File: config.mk
export PLATFORM = sky130hd
export DESIGN_NAME = plb_adc
export DESIGN_NICKNAME = d
export VERILOG_FILES = /design/src/rtl/plb_adc.sv
export SDC_FILE = /design/constraint.sdc
export NUM_CORES = 1
export LEC_CHECK = 0
export CELL_PAD_IN_SITES_DETAIL_PLACEMENT = 0
export CELL_PAD_IN_SITES_GLOBAL_PLACEMENT = 1
export CORE_UTILIZATION = 49
export CTS_CLUSTER_SIZE = 16
export DETAILED_ROUTE_END_ITERATION = 7
export HOLD_SLACK_MARGIN = 0.05
export PLACE_DENSITY = 0.71
export REMOVE_ABC_BUFFERS = 1
export SETUP_SLACK_MARGIN = 0.2
export SLEW_MARGIN = 30
export SYNTH_ARGS = -nofsm -noshare
export SYNTH_HDL_FRONTEND = slang
export SYNTH_SLANG_ARGS = --single-unit
File: constraint.sdc
create_clock -name sys_clk_pin -period 6.9 [get_ports sys_clk_pin]
set_input_delay 1.035 -clock sys_clk_pin [delete_from_list [all_inputs] [get_ports sys_clk_pin]]
set_output_delay 1.035 -clock sys_clk_pin [all_outputs]
set_load 0.005 [all_outputs]
File: src/rtl/plb_adc.sv
// -----------------------------------------------------------------------------
// plb_adc -- free-running parallel ADC front end with a 16 x 10-bit sample FIFO.
//
// Brings the ADC out of power-down and waits WARMUP_CYC cycles. It then
// generates S_ADC_Clk (one period every CLK_DIV cycles) and drops the first
// PIPE_LAT samples, which are still in the converter pipeline. After that,
// every captured sample is pushed into the FIFO.
//
// Optional build macro: PLB_ADC_AVG4_EN
//   Defined   : four consecutive RUN samples are summed into 12 bits.
//               Bits [11:2] of the sum are pushed as one word, and OTR is
//               ORed across the four samples.
//   Undefined : every RUN sample is pushed unmodified.
//
// Ports
//   sys_clk_pin   in   sole clock
//   sys_rst_pin   in   asynchronous active-low reset
//   S_Enable      in   1 = acquire; 0 = power down (FIFO contents kept)
//   S_ADC_Data    in   [0:9] ADC sample, bit 0 = MSB
//   S_ADC_OTR     in   ADC out-of-range flag
//   S_ADC_Clk     out  registered ADC conversion clock
//   S_PWRDN       out  1 = ADC powered down
//   Rd_Req        in   pop one word (ignored while empty)
//   Rd_Data       out  [0:9] popped word, held between pops
//   Rd_Valid      out  one-cycle pulse, Rd_Data updated
//   Fifo_Count    out  words held, 0..16
//   Fifo_Empty    out  Fifo_Count == 0
//   Overflow      out  sticky, a sample was dropped on a full FIFO
//   Otr_Seen      out  sticky, a pushed sample carried OTR = 1
//   Status_Clr    in   clears Overflow / Otr_Seen (a same-cycle set wins)
// -----------------------------------------------------------------------------
module plb_adc #(
   parameter int CLK_DIV    = 4,
   parameter int WARMUP_CYC = 64,
   parameter int PIPE_LAT   = 5
) (
   input  logic        sys_clk_pin,
   input  logic        sys_rst_pin,
   input  logic        S_Enable,
   input  logic [0:9]  S_ADC_Data,
   input  logic        S_ADC_OTR,
   output logic        S_ADC_Clk,
   output logic        S_PWRDN,
   input  logic        Rd_Req,
   output logic [0:9]  Rd_Data,
   output logic        Rd_Valid,
   output logic [4:0]  Fifo_Count,
   output logic        Fifo_Empty,
   output logic        Overflow,
   output logic        Otr_Seen,
   input  logic        Status_Clr
);

   localparam int DW = (CLK_DIV > 2) ? $clog2(CLK_DIV) : 1;
   localparam int WW = $clog2(WARMUP_CYC + 1);
   localparam int SW = $clog2(PIPE_LAT + 1) + 1;

   typedef enum logic [1:0] {OFF, WARMUP, SKIP, RUN} state_t;

   state_t          state, state_nxt;
   logic [WW-1:0]   warm_cnt;
   logic [DW-1:0]   div_cnt, div_nxt;
   logic [SW-1:0]   skip_cnt;
   logic            adc_clk_q;
   logic            acq, acq_nxt, cap_tick, run_tick;

   assign acq      = (state == SKIP) || (state == RUN);
   assign acq_nxt  = (state_nxt == SKIP) || (state_nxt == RUN);
   // Sample at the edge that closes the last divider slot; a cycle with
   // S_Enable low is already heading to OFF and takes no sample.
   assign cap_tick = acq && S_Enable && (div_cnt == DW'(CLK_DIV - 1));
   assign run_tick = cap_tick && (state == RUN);

   // ---- FSM: next state ----
   always_comb begin
      state_nxt = state;
      if (!S_Enable) begin
         state_nxt = OFF;
      end else begin
         case (state)
            OFF:     state_nxt = WARMUP;
            WARMUP:  if (warm_cnt == WW'(WARMUP_CYC - 1))
                        state_nxt = (PIPE_LAT == 0) ? RUN : SKIP;
            SKIP:    if (cap_tick && (skip_cnt == SW'(PIPE_LAT - 1)))
                        state_nxt = RUN;
            default: state_nxt = state;
         endcase
      end
   end

   // The divider restarts from 0 on entry to SKIP, so S_ADC_Clk rises on the
   // very edge that ends WARMUP.
   always_comb begin
      div_nxt = '0;
      if (acq && acq_nxt)
         div_nxt = (div_cnt == DW'(CLK_DIV - 1)) ? '0 : div_cnt + DW'(1);
   end

   // ---- FSM: outputs ----
   always_comb begin
      S_PWRDN   = (state == OFF);
      S_ADC_Clk = adc_clk_q;
   end

   // ---- FSM: state register and counters ----
   always_ff @(posedge sys_clk_pin or negedge sys_rst_pin) begin
      if (!sys_rst_pin) begin
         state     <= OFF;
         warm_cnt  <= '0;
         div_cnt   <= '0;
         skip_cnt  <= '0;
         adc_clk_q <= 1'b0;
      end else begin
         state     <= state_nxt;
         warm_cnt  <= (state == WARMUP) ? warm_cnt + WW'(1) : '0;
         div_cnt   <= div_nxt;
         adc_clk_q <= acq_nxt && (div_nxt < DW'(CLK_DIV / 2));
         if (state != SKIP)
            skip_cnt <= '0;
         else if (cap_tick)
            skip_cnt <= skip_cnt + SW'(1);
      end
   end

   // ---- stage p1: captured word waiting for its FIFO push ----
   logic        push_vld_p1;
   logic [0:9]  cap_word_p1;
   logic        cap_otr_p1;

`ifdef PLB_ADC_AVG4_EN
   logic [11:0] avg_acc;
   logic [11:0] avg_sum;
   logic [1:0]  avg_cnt;
   logic        avg_otr;

   assign avg_sum = avg_acc + {2'b00, S_ADC_Data};

   always_ff @(posedge sys_clk_pin or negedge sys_rst_pin) begin
      if (!sys_rst_pin) begin
         push_vld_p1 <= 1'b0;
         avg_cnt     <= '0;
         avg_acc     <= '0;
         avg_otr     <= 1'b0;
      end else begin
         push_vld_p1 <= 1'b0;
         if (state != RUN) begin
            avg_cnt <= '0;
            avg_acc <= '0;
            avg_otr <= 1'b0;
         end else if (run_tick) begin
            if (avg_cnt == 2'd3) begin
               push_vld_p1 <= 1'b1;
               cap_word_p1 <= avg_sum[11:2];
               cap_otr_p1  <= avg_otr | S_ADC_OTR;
               avg_cnt     <= '0;
               avg_acc     <= '0;
               avg_otr     <= 1'b0;
            end else begin
               avg_cnt <= avg_cnt + 2'd1;
               avg_acc <= avg_sum;
               avg_otr <= avg_otr | S_ADC_OTR;
            end
         end
      end
   end
`else
   always_ff @(posedge sys_clk_pin or negedge sys_rst_pin) begin
      if (!sys_rst_pin)
         push_vld_p1 <= 1'b0;
      else
         push_vld_p1 <= run_tick;
   end

   always_ff @(posedge sys_clk_pin) begin
      if (cap_tick) begin
         cap_word_p1 <= S_ADC_Data;
         cap_otr_p1  <= S_ADC_OTR;
      end
   end
`endif

   // ---- stage p2: FIFO storage and read port ----
   logic [0:9] mem [16];
   logic [3:0] wr_ptr, rd_ptr;
   logic       pop, full, wr_en;

   assign pop        = Rd_Req && (Fifo_Count != 5'd0);
   assign full       = (Fifo_Count == 5'd16);
   // A pop in the same cycle frees the slot, so a full FIFO still accepts.
   assign wr_en      = push_vld_p1 && (!full || pop);
   assign Fifo_Empty = (Fifo_Count == 5'd0);

   always_ff @(posedge sys_clk_pin) begin
      if (wr_en)
         mem[wr_ptr] <= cap_word_p1;
   end

   always_ff @(posedge sys_clk_pin or negedge sys_rst_pin) begin
      if (!sys_rst_pin) begin
         wr_ptr     <= '0;
         rd_ptr     <= '0;
         Fifo_Count <= '0;
         Rd_Data    <= '0;
         Rd_Valid   <= 1'b0;
         Overflow   <= 1'b0;
         Otr_Seen   <= 1'b0;
      end else begin
         Rd_Valid <= pop;
         if (wr_en)
            wr_ptr <= wr_ptr + 4'd1;
         if (pop) begin
            rd_ptr  <= rd_ptr + 4'd1;
            Rd_Data <= mem[rd_ptr];
         end
         case ({wr_en, pop})
            2'b10:   Fifo_Count <= Fifo_Count + 5'd1;
            2'b01:   Fifo_Count <= Fifo_Count - 5'd1;
            default: Fifo_Count <= Fifo_Count;
         endcase
         Overflow <= (push_vld_p1 && full && !pop) || (Overflow && !Status_Clr);
         Otr_Seen <= (wr_en && cap_otr_p1) || (Otr_Seen && !Status_Clr);
      end
   end

endmodule

* Yosys cells after proc, flatten, opt, wreduce, memory -nomap -nowiden
Memories as Yosys holds them, arrays and structs flattened. A register that Yosys moved wholly into a read port is not among the register bits.
Index checks and enable logic that the tools add are counted.
** Operators by class
- $add $sub $neg :: 7
- Magnitude comparators :: 1
- Equal/unequal tests :: 12
- Muxes and demuxes :: 12
- Reduce and logical (&&, ||, !) cells :: 27
** Operators by type and width (number)
- $logic_and A1 B1 Y1 :: 13
- $add A4 B1 Y4 const B :: 3
- $eq A2 B2 Y1 const B :: 6
- $mux W2 :: 5
- $pmux W5 S2 :: 1
- $mux W4 :: 2
- $add A7 B1 Y7 const B :: 1
- $eq A7 B6 Y1 const B :: 1
- $mux W7 :: 1
- $pmux W2 S3 :: 1
- $add A5 B1 Y5 const B :: 1
- $eq A5 B5 Y1 const B :: 1
- $logic_not A5 Y1 :: 1
- $logic_or A1 B1 Y1 :: 5
- $reduce_bool A5 Y1 :: 1
- $sub A5 B1 Y5 const B :: 1
- $eq A2 B1 Y1 const B :: 2
- $eq A4 B3 Y1 const B :: 1
- $logic_not A1 Y1 :: 4
- $reduce_bool A2 Y1 :: 2
- $add A2 B1 Y2 const B :: 1
- $logic_not A2 Y1 :: 1
- $lt A2 B2 Y1 const B :: 1
- $mux W1 :: 2
- $ne A2 B2 Y1 const B :: 1
** Word-level totals
- Register bits :: 44
- Memory bits (writable) :: 160
- Input port bits :: 16
- Output and inout bits :: 21
- Memories kept :: 1
** Memory list
- mem :: words 16, bits a word 10, rd ports 1, clocked after memory_dff 1, write ports 1, line 183 : logic [0:9] mem [16];

* Longest topological paths before layout
- Depth in word-level cells :: 14
- Gate-level depth with buffers :: 10
- Gate-level depth less buffers :: 9

* Least setup slack after synthesis
No wires, ideal clock.
- Kind :: input-to-reg
- Start :: input port Rd_Req
- End :: memory mem[3][0] in the netlist's numbering, enable pin
- Setup time :: 0.404 ns
- Data arrival time :: 2.435 ns
- Data required time :: 6.496 ns
- Setup slack :: 4.062 ns
- Cell stages on the path :: 5
- Path buffers :: 1
- Cells stage by stage :: nand2b_1 -> o21a_1 -> buf_6 -> inv_4 -> nor4_1
** Between the ends
- Longest elaborated chain between the ends :: 5
** RTL lines
- start, declared :: line 44 : input logic Rd_Req,
- $logic_and A1 B1 Y1 :: line 187 : assign pop = Rd_Req && (Fifo_Count != 5'd0);
- $logic_or A1 B1 Y1 :: line 190 : assign wr_en = push_vld_p1 && (!full || pop);
- $logic_and A1 B1 Y1 :: line 190
- $mux W1 :: line 194 : if (wr_en)
- $mux W1 (not written as such) :: line 195 : mem[wr_ptr] <= cap_word_p1;
- end, declared :: line 183
Every way passes these cells.

* Worst setup path in the final report
- Start :: register Fifo_Count[0]
- End :: register Fifo_Count[4]
** Between the ends
- Longest elaborated chain between the ends :: 6
** RTL lines
- start, declared :: line 47 : output logic [4:0] Fifo_Count,
- start signal, assigned :: line 216 : 2'b10: Fifo_Count <= Fifo_Count + 5'd1;
- start signal, assigned :: line 217 : 2'b01: Fifo_Count <= Fifo_Count - 5'd1;
- start signal, assigned :: line 218 : default: Fifo_Count <= Fifo_Count;
- $reduce_bool A5 Y1 (*) :: line 187
- $logic_and A1 B1 Y1 (*) :: line 187
- net pop :: line 185 : logic pop, full, wr_en;
- $logic_or A1 B1 Y1 :: line 190
- $logic_and A1 B1 Y1 :: line 190
- $eq A2 B1 Y1 or $eq A2 B2 Y1 (tied branches) :: line 215 : case ({wr_en, pop})
- $pmux W5 S2 or $reduce_bool A2 Y1 (tied branches)
The timed path passes the listed nets; every way through them passes the cells marked *.
A chain may end at the register's enable or synchronous reset.

==> metrics.txt <==
sw frac 0.265; Synth cell types 40; final clock skew between 0.007 and 0.008 ns; Yosys warnings 0; vias in the first global route 4,354; DRT antenna net count 0; final period utilization 0.490; pre-CTS setup slack about 3.2 ns; DR vias 4,141; Initial Util 0.504; Nets around 530; critical path endpoint category register; CTS Buf Count 22; Rows 47; share of power burned in registers 0.443; asr flop ratio synth 0.201; port buffer count 36; worst slew pin tran about 0.90 ns; total track usage 0.196; main flop type after synthesis edfxtp_1; top cell type's share of synthesized area 0.610; drt pass-1 iters 4; Via-to-Cell Ratio 5.63; Final Hold Vio Count 0; CTS tree done; setup bufs post-CTS 0; status complete, no violations; TNS Setup 0 ns; multi-input logic area 2060 sq um; worst skew pair latency a little under 0.5 ns; Gate power share 0.236; die height 133 um; area leader, netlist edfxtp_1; Critical Path Fanout Max 22; clock share of power 0.321; hpwl dp 10.1 mm; Die X about 130 um; first-pass GRT wire length between 20 and 30 mm; Max-slew headroom 0.398; I/O pin count 37; gr ovfl total 0; CP Launch Type register; clk slew on worst S/H paths 0.06 ns; worst min-delay path category register to register; post_cts resized 0; share of layout cells above drive strength 1 0.186; fmax 296 MHz; Post-synth EDFFs roughly 170; Mapped Cells 450; PwrDens about 350 nW/um^2; Hold-fix buffers, CTS 0; Psw ~910 uW; H-tree depth 1; crit path time final 3.38 ns; total area of sequential cells slightly above 6000 sq um; die area roughly 18,000 sq um; CTS root buf clkbuf_16; RSZ-0062 raised after global routing no; diodes inserted 0; Routed WL per cell around 22 um; First DRT Iteration DRCs 268; Sink Count 214; RD Place Congestion ~0.75; core area about 17,000 sq um; Clock Tree Buf Depth 3; r2r setup slk ~3.5 ns; Worst EP arrival ~3.8 ns; P_int approximately 2500 uW; synthesized flop and latch total roughly 210; # DRC 0; synth top area cells edfxtp_1 (61%), dfrtp_1 (13%), mux4_2 (10%), ha_1 (1.9%), xnor2_1 (1.2%); Worst VDD drop between 0.2 and 0.3 mV; Final setup viols 0; cell leakage power roughly 0.0034 uW; routed wire length roughly 16 mm; initial antenna violation count 0; CP required about 7.3 ns; Crit Path Class register to register; Max Cap Viol 0; largest net degree at the start of global routing 44; Setup WS post-layout ~3.5 ns; sequential share of the synthesized area 0.737; Mapped Avg Cell Area 18.7 sq um; fillers between 1,000 and 1,500; Final Max Tran Viols 0; Synth Cell Area between 8000 and 9000 sq um; area grow syn2layout 15.4%
-- layer usage --
layer / wire (um) / global-route usage
met5: 0 / 0
met4: 257 / 0.0455
met3: 456 / 0.0225
met2: 8340 / 0.328
met1: 7360 / 0.279
-- area by class of cell --
type | count | area share
clock inverters | 4 | 0.00193
repair buffers | 47 | 0.0453
clock buffers | 36 | 0.0673
flip-flops and latches | 214 | 0.639
multi-input cells | 200 | 0.212
well taps | 220 | 0.0283
inverters | 14 | 0.00566
-- worst max-delay path, stage by stage (launching register included) --
cell and delay (ns):
dfrtp_1 0.44, or4_4 0.61, o21ai_4 0.59, inv_2 0.16, ha_1 0.32, fa_1 0.44
a21o_1 0.18, a21oi_1 0.17, mux2i_1 0.24, xnor2_1 0.14
-- sequential cells by signal (all words and copies together), names as in the netlist, 2 cells and up --
name	cells
mem	160
skip_cnt	4
wr_ptr	4
rd_ptr	4
warm_cnt	7
state	2
Rd_Data	10
cap_word_p1	10
div_cnt	2
Fifo_Count	5
-- cells in the final DEF (no fill, tap or decap), types with 5 or more instances in the layout --
cell type / synthesis / layout
mux4_2: 39 / 39
nand2_1: 19 / 19
a21oi_1: 5 / 5
nor2_1: 21 / 19
clkdlybuf4s50_1: 0 / 35
and3_1: 7 / 6
clkbuf_1: 6 / 10
mux2i_1: 10 / 10
xor2_1: 5 / 5
xnor2_1: 12 / 12
buf_4: 4 / 12
edfxtp_1: 171 / 171
dfrtp_1: 43 / 40
clkbuf_16: 0 / 23
ha_1: 13 / 13
nor3_1: 6 / 6
a21o_1: 11 / 11
inv_1: 12 / 12
o22ai_1: 9 / 9
a211oi_1: 9 / 9
-- per-stage QoR --
step / total power, uW / hold WS (ns) / cells / util / area (sq um)
after floorplan: 2050 / 0.412 / 428 / - / 8290
after global placement: 2350 / 0.426 / 695 / 0.541 / 9030
after detailed placement: 2360 / 0.431 / 695 / 0.542 / 9050
after CTS: 3460 / 0.439 / 735 / 0.582 / 9720
after global routing: 3570 / 0.473 / 735 / 0.582 / 9720
final: 3420 / 0.436 / 735 / 0.582 / 9720
-- synth_stat cells (2+ instances only) --
| cell | count |
|---|---|
| edfxtp_1 | 171 |
| dfrtp_1 | 43 |
| mux4_2 | 39 |
| nor2_1 | 21 |
| nand2_1 | 19 |
| ha_1 | 13 |
| inv_1 | 12 |
| xnor2_1 | 12 |
| a21o_1 | 11 |
| mux2i_1 | 10 |
| a211oi_1 | 9 |
| o22ai_1 | 9 |
| and3_1 | 7 |
| clkbuf_1 | 6 |
| nor3_1 | 6 |
| a21oi_1 | 5 |
| buf_2 | 5 |
| nor4_1 | 5 |
| xor2_1 | 5 |
| buf_4 | 4 |
| buf_6 | 4 |
| nand2b_1 | 4 |
| o21ai_0 | 4 |
| buf_1 | 3 |
| nand3_1 | 3 |
| nand4_1 | 3 |
| mux4_1 | 2 |
| nor2b_1 | 2 |
| o21a_1 | 2 |
-- worst paths after layout --
path / startpoint / endpoint / cells past startpoint
max: Fifo_Count[0]$_DFFE_PN0P_ / Fifo_Count[4]$_DFFE_PN0P_ / 9
min: div_cnt[0]$_DFF_PN0_ / div_cnt[0]$_DFF_PN0_ / 1
max reg2reg: Fifo_Count[0]$_DFFE_PN0P_ / Fifo_Count[4]$_DFFE_PN0P_ / 9
min reg2reg: div_cnt[0]$_DFF_PN0_ / div_cnt[0]$_DFF_PN0_ / 1
max in group asynchronous: sys_rst_pin / rd_ptr[3]$_DFFE_PN0N_ / 1
min in group asynchronous: sys_rst_pin / Rd_Data[8]$_DFFE_PN0N_ / 1
-- cells by family (layout without fill, tap and decap cells) --
family	count (synthesis)	in the layout	synth area share
DFF	214	214	0.737
and+or+nand+nor	75	75	0.0435
muxes	52	52	0.124
AOI/OAI and AO/OA	42	42	0.0337
buffers and inverters	36	101	0.0224
xor gates and xnor gates	17	17	0.0177
adders and majority gates	14	14	0.0217
-- power groups by stage --
stage          Combinational (uW)  Clock (uW)  Sequential, uW
4_1_cts                       826        1120            1520
6_report                      807        1100            1520
2_1_floorplan                 442           0            1610
3_3_place_gp                  816           0            1540
5_1_grt                       876        1170            1520
3_5_place_dp                  823           0            1540
Note: power is estimated with default switching activity, not from simulation.
